===== src/rtl/mem_arbiter_pkg.sv =====
// Shared types for the memory-port arbiter.
package mem_arbiter_pkg;

   typedef enum logic [1:0] {
      ARB_IDLE,
      ARB_BUSY,
      ARB_RESP
   } arb_state_e;

   typedef enum logic {
      PORT_F,
      PORT_D
   } arb_port_e;

   localparam int unsigned WDOG_W = 8;

endpackage


===== src/rtl/arb_pick.sv =====
// Combinational two-way pick between fetch (F) and load/store (D) requests.
module arb_pick
   import mem_arbiter_pkg::*;
#(
   parameter bit D_PRIO = 1'b0
) (
   input  logic      f_req,
   input  logic      d_req,
   input  arb_port_e last_gnt,
   output logic      grant_valid,
   output arb_port_e grant_port
);

   // Select a port: a lone requester wins; a conflict goes to D or alternates.
   always_comb begin
      grant_valid = f_req | d_req;
      grant_port  = PORT_F;
      if (f_req && d_req) begin
         if (D_PRIO) begin
            grant_port = PORT_D;
         end else begin
            grant_port = (last_gnt == PORT_F) ? PORT_D : PORT_F;
         end
      end else if (d_req) begin
         grant_port = PORT_D;
      end
   end

endmodule


===== src/rtl/mem_arbiter.sv =====
// Memory-port arbiter: grants F or D, runs one access with a watchdog, returns a one-cycle ack.
module mem_arbiter
   import mem_arbiter_pkg::*;
#(
   parameter int unsigned ADDR_W  = 16,
   parameter int unsigned DATA_W  = 32,
   parameter int unsigned TIMEOUT = 255,
   parameter bit          D_PRIO  = 1'b0
) (
   input  logic              clk,
   input  logic              rst_n,
   input  logic              f_req,
   input  logic [ADDR_W-1:0] f_addr,
   output logic              f_ack,
   output logic [DATA_W-1:0] f_rdata,
   input  logic              d_req,
   input  logic              d_wr,
   input  logic [ADDR_W-1:0] d_addr,
   input  logic [DATA_W-1:0] d_wdata,
   output logic              d_ack,
   output logic [DATA_W-1:0] d_rdata,
   output logic              mem_rd,
   output logic              mem_wr,
   output logic [ADDR_W-1:0] mem_addr,
   output logic [DATA_W-1:0] mem_wdata,
   input  logic [DATA_W-1:0] mem_rdata,
   input  logic              mem_ready,
   output logic              bus_err
);

   localparam bit                WDOG_EN   = (TIMEOUT != 0);
   localparam logic [WDOG_W-1:0] WDOG_LAST = WDOG_W'(TIMEOUT - 1);

   arb_state_e        state;
   arb_port_e         last_gnt;
   arb_port_e         gnt_port;
   logic              wr_q;
   logic [WDOG_W-1:0] wdog;

   logic              grant_valid;
   arb_port_e         grant_port;
   logic              sel_wr;
   logic [ADDR_W-1:0] sel_addr;
   logic [DATA_W-1:0] sel_wdata;
   logic              timeout_hit;
   logic [DATA_W-1:0] resp_data;

   arb_pick #(
      .D_PRIO(D_PRIO)
   ) u_pick (
      .f_req      (f_req),
      .d_req      (d_req),
      .last_gnt   (last_gnt),
      .grant_valid(grant_valid),
      .grant_port (grant_port)
   );

   // Route the winning requester's command toward the grant registers.
   always_comb begin
      sel_wr    = 1'b0;
      sel_addr  = f_addr;
      sel_wdata = '0;
      if (grant_port == PORT_D) begin
         sel_wr    = d_wr;
         sel_addr  = d_addr;
         sel_wdata = d_wdata;
      end
   end

   // Abort condition and the data returned on completion (zero when aborted).
   always_comb begin
      timeout_hit = WDOG_EN && (wdog == WDOG_LAST);
      resp_data   = mem_ready ? mem_rdata : '0;
   end

   // Arbiter FSM; ack/bus_err are set on the BUSY->RESP edge so they are high during RESP.
   always_ff @(posedge clk or negedge rst_n) begin
      if (!rst_n) begin
         state     <= ARB_IDLE;
         last_gnt  <= PORT_D;
         gnt_port  <= PORT_F;
         wr_q      <= 1'b0;
         wdog      <= '0;
         mem_rd    <= 1'b0;
         mem_wr    <= 1'b0;
         mem_addr  <= '0;
         mem_wdata <= '0;
         f_ack     <= 1'b0;
         d_ack     <= 1'b0;
         f_rdata   <= '0;
         d_rdata   <= '0;
         bus_err   <= 1'b0;
      end else begin
         f_ack   <= 1'b0;
         d_ack   <= 1'b0;
         bus_err <= 1'b0;
         case (state)
            ARB_IDLE: begin
               if (grant_valid) begin
                  gnt_port  <= grant_port;
                  last_gnt  <= grant_port;
                  wr_q      <= sel_wr;
                  mem_addr  <= sel_addr;
                  mem_wdata <= sel_wdata;
                  mem_rd    <= ~sel_wr;
                  mem_wr    <= sel_wr;
                  wdog      <= '0;
                  state     <= ARB_BUSY;
               end
            end
            ARB_BUSY: begin
               if (mem_ready || timeout_hit) begin
                  mem_rd  <= 1'b0;
                  mem_wr  <= 1'b0;
                  bus_err <= ~mem_ready;
                  state   <= ARB_RESP;
                  if (gnt_port == PORT_F) begin
                     f_ack   <= 1'b1;
                     f_rdata <= resp_data;
                  end else begin
                     d_ack <= 1'b1;
                     if (!wr_q) begin
                        d_rdata <= resp_data;
                     end
                  end
               end else if (wdog != '1) begin
                  wdog <= wdog + 1'b1;
               end
            end
            ARB_RESP: begin
               state <= ARB_IDLE;
            end
            default: begin
               state <= ARB_IDLE;
            end
         endcase
      end
   end

endmodule


===== config.mk =====
export PLATFORM = sky130hd
export DESIGN_NAME = mem_arbiter
export DESIGN_NICKNAME = d
export VERILOG_FILES = /design/src/rtl/mem_arbiter_pkg.sv /design/src/rtl/arb_pick.sv /design/src/rtl/mem_arbiter.sv
export SDC_FILE = /design/constraint.sdc
export NUM_CORES = 1
export LEC_CHECK = 0
export ABC_AREA = 1
export CORE_MARGIN = 8
export CORE_UTILIZATION = 43
export CTS_CLUSTER_DIAMETER = 120
export CTS_CLUSTER_SIZE = 25
export DETAILED_ROUTE_END_ITERATION = 10
export HOLD_SLACK_MARGIN = 0.08
export PLACE_DENSITY = 0.8
export SYNTH_ARGS = -nofsm -noshare
export SYNTH_HDL_FRONTEND = slang
export SYNTH_SLANG_ARGS = --single-unit

===== constraint.sdc =====
create_clock -name clk -period 1.6 [get_ports clk]
set_input_delay 0.32 -clock clk [delete_from_list [all_inputs] [get_ports clk]]
set_output_delay 0.32 -clock clk [all_outputs]
set_load 0.1 [all_outputs]

# --- Yosys cells after proc, flatten, opt, wreduce, memory -nomap -nowiden ---
# Index checks and enable logic that the tools add are counted.
totals:
  regBits: 130
  latch_bits: 0
  ramBits: 0
  romBits: 0
  inputBits: 102
  wordCells: 64
  n_memories: 0
op_classes:
  add_sub_neg: 1
  multipliers: 0
  n_div: 0
  n_lt_le_gt_ge: 0
  n_eq_ne: 7
  shifts: 0
  n_mux: 27
  bitwise: 5
  n_reduce_logical: 10
ops:
  columns: ["op", "count"]
  rows:
  - ["$mux W32", 2]
  - ["$mux W8", 3]
  - ["$mux W16", 1]
  - ["$pmux W8 S2", 1]
  - ["$mux W1", 15]
  - ["$add A8 B1 Y8 const B", 1]
  - ["$eq A8 B8 Y1 const B", 1]
  - ["$ne A2 B2 Y1 const B", 4]
  - ["$ne A8 B8 Y1 const B", 1]
  - ["$reduce_and A4 Y1", 2]
  - ["$reduce_and A3 Y1", 2]
  - ["$mux W2", 2]
  - ["$not A1 Y1", 4]
  - ["$pmux W1 S2", 2]
  - ["$pmux W2 S2", 1]
  - ["$reduce_and A2 Y1", 2]
  - ["$eq A2 B1 Y1 const B", 1]
  - ["$logic_not A2 Y1", 1]
  - ["$reduce_bool A2 Y1", 1]
  - ["$logic_and A1 B1 Y1", 1]
  - ["$logic_or A1 B1 Y1", 1]
  - ["$or A1 B1 Y1", 1]

# --- Longest topological paths before layout ---
# Gate-level depths: netlist (run 1).
logic_depth:
  ltp_word: 6
  mapped_depth: 11
  depth_no_buf: 11

# --- Cells and area by module ---
# From an unflattened synthesis (run 1), not the netlist that was laid out.
unflattened:
  cells_unflattened: 515
  area_unflattened_um2: 5297.6
modules_own_cells:
  columns: ["module", "n_inst", "cells_per_inst", "area_each_um2"]
  rows:
  - ["mem_arbiter", 1, 512, 5282.6]
  - ["arb_pick", 1, 3, 15.0]

# --- Worst setup path before layout (run 1) ---
# OpenSTA, ideal clock, no wires.
synth_path:
  kind: "register to register"
  from: "reg wdog[0]"
  to: "reg f_rdata[23]"
  setup_ns: 0.125
  t_arrival_ns: 1.365
  required_ns: 1.475
  path_slack_ns: 0.110
  stages_incl_launch_ff: 12
  path_buffers: 2
  synth_period_minus_slack_ns: 1.490
  path_cell_list: "dfrtp_1 inv_1 ha_1 inv_1 nor2_1 nand2_2 nand2_4 nand3_2 buf_6 buf_6 nand2_1 o21ai_1"
synth_between:
  elab_chain_len: 3
synth_rtl:
  columns: ["item", "line", "rtl"]
  rows:
  - ["start: declaration", "mem_arbiter.sv:38", "logic [WDOG_W-1:0] wdog;"]
  - ["start signal: assignment", "mem_arbiter.sv:127", "wdog <= wdog + 1'b1;"]
  - ["$eq A8 B8 Y1", "mem_arbiter.sv:72", "timeout_hit = WDOG_EN && (wdog == WDOG_LAST);"]
  - ["$logic_or A1 B1 Y1", "mem_arbiter.sv:112", "if (mem_ready || timeout_hit) begin"]
  - ["$reduce_and A3 Y1 (no line)", null, null]
  - ["end signal: assignment", "mem_arbiter.sv:119", "f_rdata <= resp_data;"]
  - ["end: declaration", "mem_arbiter.sv:15", "output logic [DATA_W-1:0] f_rdata,"]
# No other way between the ends.
# A chain may end at the register's enable or synchronous reset.

# --- Worst setup path in the final report (run 1) ---
layout_path:
  from: "reg wdog[0]"
  to: "reg f_rdata[21]"
# Same word-level chain as after synthesis.

==> impl_results.md, run 1 <==
* Final Slew Violations at 0
* Peak Freq at between 600 and 700 MHz
* N_diodes at 0
* Post-Layout Cell Count at slightly above 1000
* Core area at 12400 um2
* Maximum fanout along the worst path at 8
* Synth warn at 0
* Top cell type's share of synthesized area at 60.0%
* Die Y at between 100 and 150 um
* H-tree levels at 4
* Worst reg2reg setup slack at -0.05 ns
* Failing checks: setup timing
* Largest family of logic cells by synthesized area: simple AND/OR/NAND/NOR gates
* DRT iter0 DRCs at between 500 and 600
* Die width at roughly 130 um
* Netlist cell types at 25
* Layout area overhead at 95.5%
* Crit path arrival time at around 2.0 ns
* Worst setup SP type: register
* DRT Pass-1 Iters at 5
* GRT Total Usage at between 20% and 30%
* Total Nets Final at between 900 and 1000
* Pin count of the biggest net entering global routing at 42
* Complex-gate fraction of the synthesized area at 11.1%
* Worst-Skew Late Latency at around 0.42 ns
* Period minus WS final at 1.65 ns
* Post-Synthesis Cell Area at around 5400 um2
* Post-Synth Adder-Cell Area at 0.465%
* Overall via count from detail_route at 5632
* Gr ovfl total at 0
* Syn_area_per_cell at ~9.1 um2
* Vias/cell at between 5 and 6
* Clock slew at reported path FFs at around 0.070 ns
* Setup violators final at 38
* Simple-gate portion of the synthesized area at between 20% and 30%
* Fillers at ~560
* CTS sink cnt at 130
* Max-Cap Viols at 0
* Total Die Area at 16300 um2
* Vias in the first global route at 5615
* Rows at 41
* Num CTS Buffers at 17
* Cells after Synth at around 600
* Number of synthesized register bits at 130
* Post-synthesis xor/xnor area fraction at less than 1%
* Reg2reg start: wdog[0]
* I/O pin count at 219
* Root buffer cell: clkbuf_16
* Final Hold Fails at 0
* Most common library cells after synthesis: nand2_1 (216), dfrtp_1 (129), nand3_1 (47), o21ai_1 (47), nor2_1 (31)
* Outcome: finished, violations left
* GPL Wtd Cong at ~0.84
* DP HPWL at between 10 and 15 mm
* Initial antenna violation count at 0
* Count leader, synth: nand2_1
* EDFF count, synth at 0
* Tcrit/Tclk final at 103%
* Sequential area share after synthesis at ~60%
* Min-Delay Path Class: input port to asynchronous set/reset pin
* Final antenna-violating net count at 0
* Skew final at between 0.015 and 0.02 ns
* Crit path launch: wdog[0]
* Unrepaired setup endpoints after global routing: yes
* WL per Instance at 23.1 um
* Proportion of synthesized area in mux cells at 0%
* Share of cells above drive strength 1 at between 30 and 40%
* Setup WS post-layout at -0.0515 ns
* Max-slew headroom at a little over two thirds
* Inst Count DP at between 900 and 1000
* Crit. End Element: register
* Predominant post-synthesis flop cell: dfrtp_1
* Worst endpoint required time at about 1.9 ns
* Critical path class: register to register
* Initial core utilization at between 40% and 50%
* Routed wire length at about 24 mm
* Async SR Flop Fraction at 100%
* First-pass GRT wire length at ~30 mm
* Post-synth top area cell: dfrtp_1
* Net count after synthesis at roughly 690
* CTS tree: done
* Clock Path Buffers at 2
* Worst Hold Slack at between 0.3 and 0.4 ns
* Detailed-route DRC error count at 0
* Slew of the pin with the lowest slew margin at between 0.4 and 0.5 ns
* Port buffer count at around 220
* Synth area leaders: dfrtp_1 (60%), nand2_1 (15%), nand3_1 (4.4%)
[worst paths after layout]
path / end / cells past startpoint
worst max-delay path: f_rdata[21] / 10
worst min-delay path: d_rdata[25] / 2
worst max register to register: f_rdata[21] / 10
worst min register to register: last_gnt / 2
max in group asynchronous: last_gnt / 3
min in group clk: mem_wdata[2] / 3
[state kept, by name (all words and copies together), names as in the netlist, 2 cells and up]
name and flops:
d_rdata 32, f_rdata 32, mem_wdata 32, mem_addr 16, wdog 8, state 2
[final cells by class]
| class | count | area [um2] | share of cell area [%] |
|---|---|---|---|
| well taps | 172 | 215 | 2.05 |
| clock inverters | 11 | 136 | 1.30 |
| repair buffers | 262 | 4000 | 38.0 |
| multi-input cells | 412 | 2390 | 22.8 |
| inverters | 16 | 63.8 | 0.607 |
| clock buffers | 21 | 450 | 4.28 |
| flip-flops and latches | 130 | 3260 | 31.0 |
[through the flow]
stage	setup slack (ns)	setup TNS (ns)	utilization (%)	cell area (um2)
6_report	-0.0515	-0.617	84.7	10500
5_1_grt	-0.136	-4.42	84.7	10500
4_1_cts	-0.00267	-0.00486	78.0	9680
3_5_place_dp	-0.138	-4.66	73.1	9070
3_3_place_gp	-0.0683	-2.01	73.1	9070
2_1_floorplan	0.110	0	-	5380
[cell families after synthesis]
group	Yosys count
buf+inv	50
fa+ha+maj	2
xor+xnor	1
flops	130
compound gates	102
simple gates	304
[what timing repair did]
item                       CTS  global route
resized for setup            4           131
setup endpoints to repair   14            71
hold endpoints to repair    26             0
hold buffers                 1             0
setup buffers                0             5
pin swaps                    0             5
gates cloned                 0            17
[critical path, stage by stage (launching register included)]
cell and delay, ns:
dfrtp_1 0.38, inv_2 0.08, ha_4 0.13, inv_2 0.03
nor2_2 0.08, nand2_2 0.08, nand2_4 0.15, nand3_4 0.20
clkbuf_16 0.25, nand2_1 0.08, o21ai_1 0.08
[cells in the final DEF (no fill, tap or decap), types with 2 or more instances in the layout]
| cell | synthesis | final |
|---|---|---|
| a21oi_1 | 3 | 2 |
| buf_12 | 0 | 127 |
| buf_4 | 0 | 18 |
| buf_6 | 6 | 5 |
| buf_8 | 0 | 2 |
| bufinv_16 | 0 | 3 |
| clkbuf_1 | 18 | 3 |
| clkbuf_16 | 0 | 26 |
| clkdlybuf4s50_1 | 0 | 100 |
| clkinv_2 | 0 | 6 |
| clkinvlp_4 | 0 | 2 |
| dfrtp_1 | 129 | 128 |
| inv_1 | 15 | 12 |
| inv_2 | 1 | 3 |
| nand2_1 | 216 | 163 |
| nand2_2 | 4 | 20 |
| nand2_4 | 1 | 39 |
| nand3_1 | 47 | 47 |
| nand3_4 | 1 | 4 |
| nor2_1 | 31 | 28 |
| nor2_2 | 1 | 2 |
| nor2_4 | 0 | 2 |
| o21ai_0 | 29 | 29 |
| o21ai_1 | 47 | 25 |
| o21ai_2 | 23 | 43 |
| o21ai_4 | 0 | 2 |
[layer usage]
layer  GRT usage, %  routed length (um)
met4           7.48                1040
met2           39.0               11200
met1           27.6                8620
met5              0                   0
met3           11.3                2750
Power of run 1 is not shown: default switching activity piles up to over one toggle a cycle in this logic, so the estimate is an artifact.
==> inputs of run 2 (changes only) <==
--- a/config.mk
+++ b/config.mk
@@ -5,9 +5,8 @@
 export SDC_FILE = /design/constraint.sdc
 export NUM_CORES = 1
 export LEC_CHECK = 0
-export ABC_AREA = 1
 export CORE_MARGIN = 8
-export CORE_UTILIZATION = 43
+export CORE_UTILIZATION = 42
 export CTS_CLUSTER_DIAMETER = 120
 export CTS_CLUSTER_SIZE = 25
 export DETAILED_ROUTE_END_ITERATION = 10
==> run 2 against run 1 <==
Sequential cell count is the same. Fmax grew 0.55%. The run still ends with setup timing left. First-iteration DRC count shrank 43%. Setup slack gained 0.0091 ns. Cell area shrank 12%.
==> impl_results.md, run 2 <==
* Outcome: finished, violations left
* Failing checks: setup timing
* Net count after synthesis at approximately 470
* Worst Hold Slack at 0.373 ns
* Simple-gate portion of the synthesized area at between 5 and 6%
* Slew of the pin with the lowest slew margin at 0.371 ns
* Worst setup SP type: register
* CTS tree: done
* Period minus WS final at roughly 1.6 ns
* Vias/cell at between 5 and 6
* Gr ovfl total at 0
* Reg2reg start: wdog[1]
* Detailed-route DRC error count at 0
* Share of cells above drive strength 1 at between 30% and 40%
* Leading cell type in the layout, fill and taps excluded: dfrtp_1
* Synth area leaders: dfrtp_1 (65%), a22o_1 (17%), mux2i_1 (3.2%)
* Worst-Skew Late Latency at between 0.4 and 0.5 ns
* Post-Synthesis Cell Area at between 4000 and 5000 um2
* Maximum fanout along the worst path at 4
* Netlist cell types at 36
* Synth warn at 0
* Most common library cells after synthesis: dfrtp_1 (129), a22o_1 (97), nand2_1 (25), o21ai_0 (19), mux2i_1 (16)
* I/O pin count at approximately 220
* Unrepaired setup endpoints after global routing: yes
* Clock slew at reported path FFs at approximately 0.050 ns
* FF-to-FF path depth at 5
* Min-Delay Path Class: input port to asynchronous set/reset pin
* Setup WS post-layout at -0.0424 ns
* First-pass GRT wire length at 27.6 mm
* Post-synthesis xor/xnor area fraction at 0%
* Count leader, synth: dfrtp_1
* Initial core utilization at between 40% and 50%
* Syn_area_per_cell at around 14 um2
* Die Y at around 120 um
* Complex-gate fraction of the synthesized area at ~22%
* Initial antenna violation count at 0
* DP HPWL at around 13 mm
* DRT Pass-1 Iters at 4
* Predominant post-synthesis flop cell: dfrtp_1
* R2r endpoint: wdog[7]
* Cells after Synth at 367
* H-tree levels at 4
* Post-synth top area cell: dfrtp_1
* Max-Cap Viols at 0
* Most frequent cells in the layout: dfrtp_1 (129), buf_12 (126), clkdlybuf4s50_1 (100)
* Peak Freq at 609 MHz
* Skew final at approximately 0.0077 ns
* N_diodes at 0
* EDFF count, synth at 0
* Max-slew headroom at 75.3%
* Worst reg2reg setup slack at -0.04 ns
* Sequential area share after synthesis at 65.3%
* Final Hold Fails at 0
* Num CTS Buffers at 17
* Die width at 125 um
* Largest family of logic cells by synthesized area: compound AO/OA/AOI/OAI gates
* Setup violators final at 8
* Async SR Flop Fraction at 100%
* GPL Wtd Cong at 0.771
* Crit-path leading delay family: compound AO/OA/AOI/OAI gates
* Top Registers: d_rdata: 32 flops, f_rdata: 32 flops, mem_wdata: 32 flops
* Worst path cell trace: ha_4 > or2_4 > a41o_1 > a22o_1 > a21o_1
* Vias in the first global route at approximately 4700
* Number of synthesized register bits at 130
* Crit-path slowest cell: dfrtp_1
* Crit. End Element: register
* Clock Path Buffers at 2
* Rows at 39
* DRT iter0 DRCs at between 300 and 400
* CP bufs+invs at 0
* Tcrit/Tclk final at 103%
* Final Slew Violations at 0
* Post-Synth Adder-Cell Area at less than 1%
* Layout area overhead at 86.8%
* Final antenna-violating net count at 0
* Root buffer cell: clkbuf_16
* Total Nets Final at about 710
* Pin count of the biggest net entering global routing at 70
* Proportion of synthesized area in mux cells at roughly 3.2%
* GRT Total Usage at a little under a quarter
* Overall via count from detail_route at between 4000 and 5000
* Routed wire length at 17.4 mm
* WL per Instance at around 23 um
* Worst endpoint required time at roughly 1.9 ns
* CTS sink cnt at 130
* Total Die Area at between 15000 and 20000 um2
* Top cell type's share of synthesized area at 64.8%
* Core area at ~12000 um2
* Crit path arrival time at ~1.9 ns
* Port buffer count at 218
* CP max stage delay at 0.43 ns
* Critical path class: register to register
run 2: changes by cell type after synthesis, moves of 23 or more:
cell / delta
nand2_1: -191
nor2_1: -24
o21ai_1: -46
o21ai_2: -23
nand3_1: -42
a22o_1: +97
run 2: layout make-up:
cell class                      count  area (um2)
Timing Repair Buffer              248        3690
Sequential cell                   130        3250
Fill cell                         604        2210
Multi-Input combinational cell    206        1600
Clock buffer                       24         482
Tap cell                          143         179
Clock inverter                      6        80.1
Inverter                            5        18.8
run 2: worst max-delay path by stage:
stage | depth (start not counted) | endpoint | startpoint | slack (ns)
finish | 5 | wdog[7] | wdog[1] | -0.04
global route | 6 | wdog[7] | wdog[0] | -0.1
CTS | 6 | wdog[7] | wdog[0] | -0.03
detailed placement | 5 | wdog[5] | mem_ready | -0.39
global placement | 5 | wdog[7] | mem_ready | -0.33
floorplan | 6 | wdog[7] | wdog[0] | -0.006
run 2: layer usage:
layer / GRT usage (%) / part of all wire [%] / vias up
met2: 38.4 / 51 / 212
li1: - / - / 1867
met3: 9.46 / 9.1 / 21
met5: 0 / 0 / -
met4: 7.16 / 1.5 / 0
met1: 25.9 / 39 / 2138
run 2: repair_timing:
item / CTS / global route
hold buffers: 1 / 0
gates cloned: 0 / 0
pin swaps: 0 / 1
endpoints found under the hold margin: 21 / 0
setup endpoints to repair: 18 / 72
resized for setup: 1 / 2
setup buffers: 1 / 0
run 2: cells by family (layout without fill, tap and decap cells):
| logic type | count (synthesis) | after routing |
|---|---|---|
| mux | 16 | 16 |
| flops | 130 | 130 |
| compound gates | 137 | 137 |
| fa+ha+maj | 2 | 2 |
| buf+inv | 31 | 283 |
| simple gates | 51 | 51 |
run 2: through the flow:
step / area, um2 / instances / setup TNS, ns / util, % / setup WS [ns]
3_3_place_gp: 8710 / 730 / -8.86 / 75.6 / -0.327
2_1_floorplan: 4990 / 367 / -0.00587 / - / -0.00587
5_1_grt: 9300 / 762 / -2.87 / 80.8 / -0.0955
3_5_place_dp: 8710 / 730 / -12.81 / 75.6 / -0.388
6_report: 9300 / 762 / -0.0844 / 80.8 / -0.0424
4_1_cts: 9290 / 762 / -0.0476 / 80.7 / -0.0338
Power of run 2 is left out for the same reason.
==> inputs of run 3 (changes only) <==
--- a/config.mk
+++ b/config.mk
@@ -11,7 +11,7 @@
 export CTS_CLUSTER_SIZE = 25
 export DETAILED_ROUTE_END_ITERATION = 10
 export HOLD_SLACK_MARGIN = 0.08
-export PLACE_DENSITY = 0.8
+export PLACE_DENSITY = 0.82
 export SYNTH_ARGS = -nofsm -noshare
 export SYNTH_HDL_FRONTEND = slang
 export SYNTH_SLANG_ARGS = --single-unit
==> run 3 against run 2 <==
The run still ends with setup timing left. Wire length up 0.71%. Clock skew rose by 0.0024 ns. First-iteration DRC count up 16%. Final cell count rose by 0.92%. Setup slack lost 0.0021 ns. Cell area up 0.58%. Critical path type unchanged. Die area unchanged. Critical path depth grew 1. Non-clock buffer count up 5. Worst hold slack gained 0.0094 ns. Sequential cell count unchanged. Register-to-register slack about the same.
==> impl_results.md, run 3 (synthesized netlist as in run 2, its figures left out) <==
* Outcome: finished, violations left
* Failing checks: setup timing
* Vias in the first global route at 4670
* Worst Hold Slack at approximately 0.38 ns
* Final Hold Fails at 0
* Fillers at approximately 610
* Port buffer count at around 220
* Unrepaired setup endpoints after global routing: yes
* Met3 GRT Util at 9.33%
* Reg2reg start: wdog[0]
* Maximum fanout along the worst path at 4
* DRT iter0 DRCs at 364
* Core Util, Final at 81.2%
* Grt met1 use at 25.7%
* Total Nets Final at 717
* Leading cell type in the layout, fill and taps excluded: dfrtp_1
* GR peak layer: met2
* Initial antenna violation count at 0
* Slew of the pin with the lowest slew margin at between 0.3 and 0.4 ns
* Core area at 11500 um2
* Skew final at about 0.01 ns
* Post-Layout Cell Count at 769
* Peak Freq at 608 MHz
* Die width at between 100 and 150 um
* Total Die Area at roughly 16000 um2
* Setup violators final at 7
* Share of cells above drive strength 1 at about 31%
* Rows at 39
* FF-to-FF path depth at 6
* DP HPWL at about 13 mm
* Max-slew headroom at around four fifths
* Die Y at ~120 um
* Routed wire length at approximately 18 mm
* H-tree levels at 4
* Final antenna-violating net count at 0
* Top Registers: d_rdata: 32 flops, f_rdata: 32 flops, mem_wdata: 32 flops
* Inst Count DP at 732
* Max-Cap Viols at 0
* Setup WS pre-CTS at -0.346 ns
* Min-Delay Path Class: input port to asynchronous set/reset pin
* Worst reg2reg setup slack at -0.04 ns
* Gr ovfl total at 0
* CTS tree: done
* GPL Wtd Cong at around 0.80
* Worst setup SP type: register
* N_diodes at 0
* R2r endpoint: wdog[7]
* DRT Pass-1 Iters at 5
* Detailed-route DRC error count at 0
* Period minus WS final at ~1.6 ns
* Num CTS Buffers at 17
* I/O pin count at 219
* Worst-Skew Late Latency at just over 0.4 ns
* Clock Path Buffers at 2
* Layout area overhead at 87.8%
* Most frequent cells in the layout: dfrtp_1 (129), buf_12 (126), clkdlybuf4s50_1 (100)
* Root buffer cell: clkbuf_16
* Overall via count from detail_route at 4307
* Tcrit/Tclk final at 103%
* Clock slew at reported path FFs at ~0.050 ns
* Setup WS post-layout at -0.0445 ns
* Final Slew Violations at 0
* Critical path class: register to register
* Met2 Use GR at around 38%
* CTS sink cnt at 130
* Crit. End Element: register
* Pin count of the biggest net entering global routing at 54
* Initial core utilization at about 43%
* WL per Instance at between 20 and 25 um
* Worst endpoint required time at 1.89 ns
* First-pass GRT wire length at around 28 mm
* Vias/cell at between 5 and 6
* GRT Total Usage at between 20% and 30%
* Crit path arrival time at between 1.5 and 2 ns
-- run 3: area by class of cell --
class / instances / area (um2) / share of cell area, %
Clock buffer: 22 / 454 / 4.85
Clock inverter: 10 / 134 / 1.43
Inverter: 5 / 18.8 / 0.201
Multi-Input combinational cell: 206 / 1590 / 17.0
Sequential cell: 130 / 3250 / 34.8
Tap cell: 143 / 179 / 1.91
Timing Repair Buffer: 253 / 3730 / 39.9
-- run 3: metal layers --
layer | up-vias | wire, um
li1 | 1888 | -
met1 | 2163 | 6860
met2 | 233 | 8770
met3 | 23 | 1640
met4 | 0 | 280
met5 | - | 0
-- run 3: critical path, stage by stage (launching register included) --
cell and delay [ns]:
dfrtp_1 0.38, inv_1 0.06, ha_2 0.20, or2_4 0.26
a41o_1 0.27, a22o_1 0.21, a21o_1 0.15
-- run 3: repair_timing --
action / in CTS / in global routing
buffers inserted: 3 / 1
hold buffers: 1 / 0
setup endpoints to repair: 10 / 68
gates resized for setup: 1 / 1
endpoints found under the hold margin: 16 / 0
-- run 3: worst max path at each step --
stage,from,slack [ns],depth (start not counted),endpoint
after global routing,wdog[0],-0.11,6,wdog[7]
after global placement,mem_ready,-0.27,5,wdog[7]
after CTS,wdog[0],-0.03,6,wdog[7]
after detailed placement,mem_ready,-0.35,5,wdog[5]
final,wdog[0],-0.04,6,wdog[7]
after floorplan,wdog[0],-0.006,6,wdog[7]
-- run 3: per-stage QoR --
stage	cell area (um2)	TNS, ns
floorplan	4990	-0.00587
global placement	8720	-13.95
detailed placement	8720	-15.81
CTS	9350	-0.0657
global route	9360	-2.46
finish	9360	-0.114
Power of run 3 is left out for the same reason.
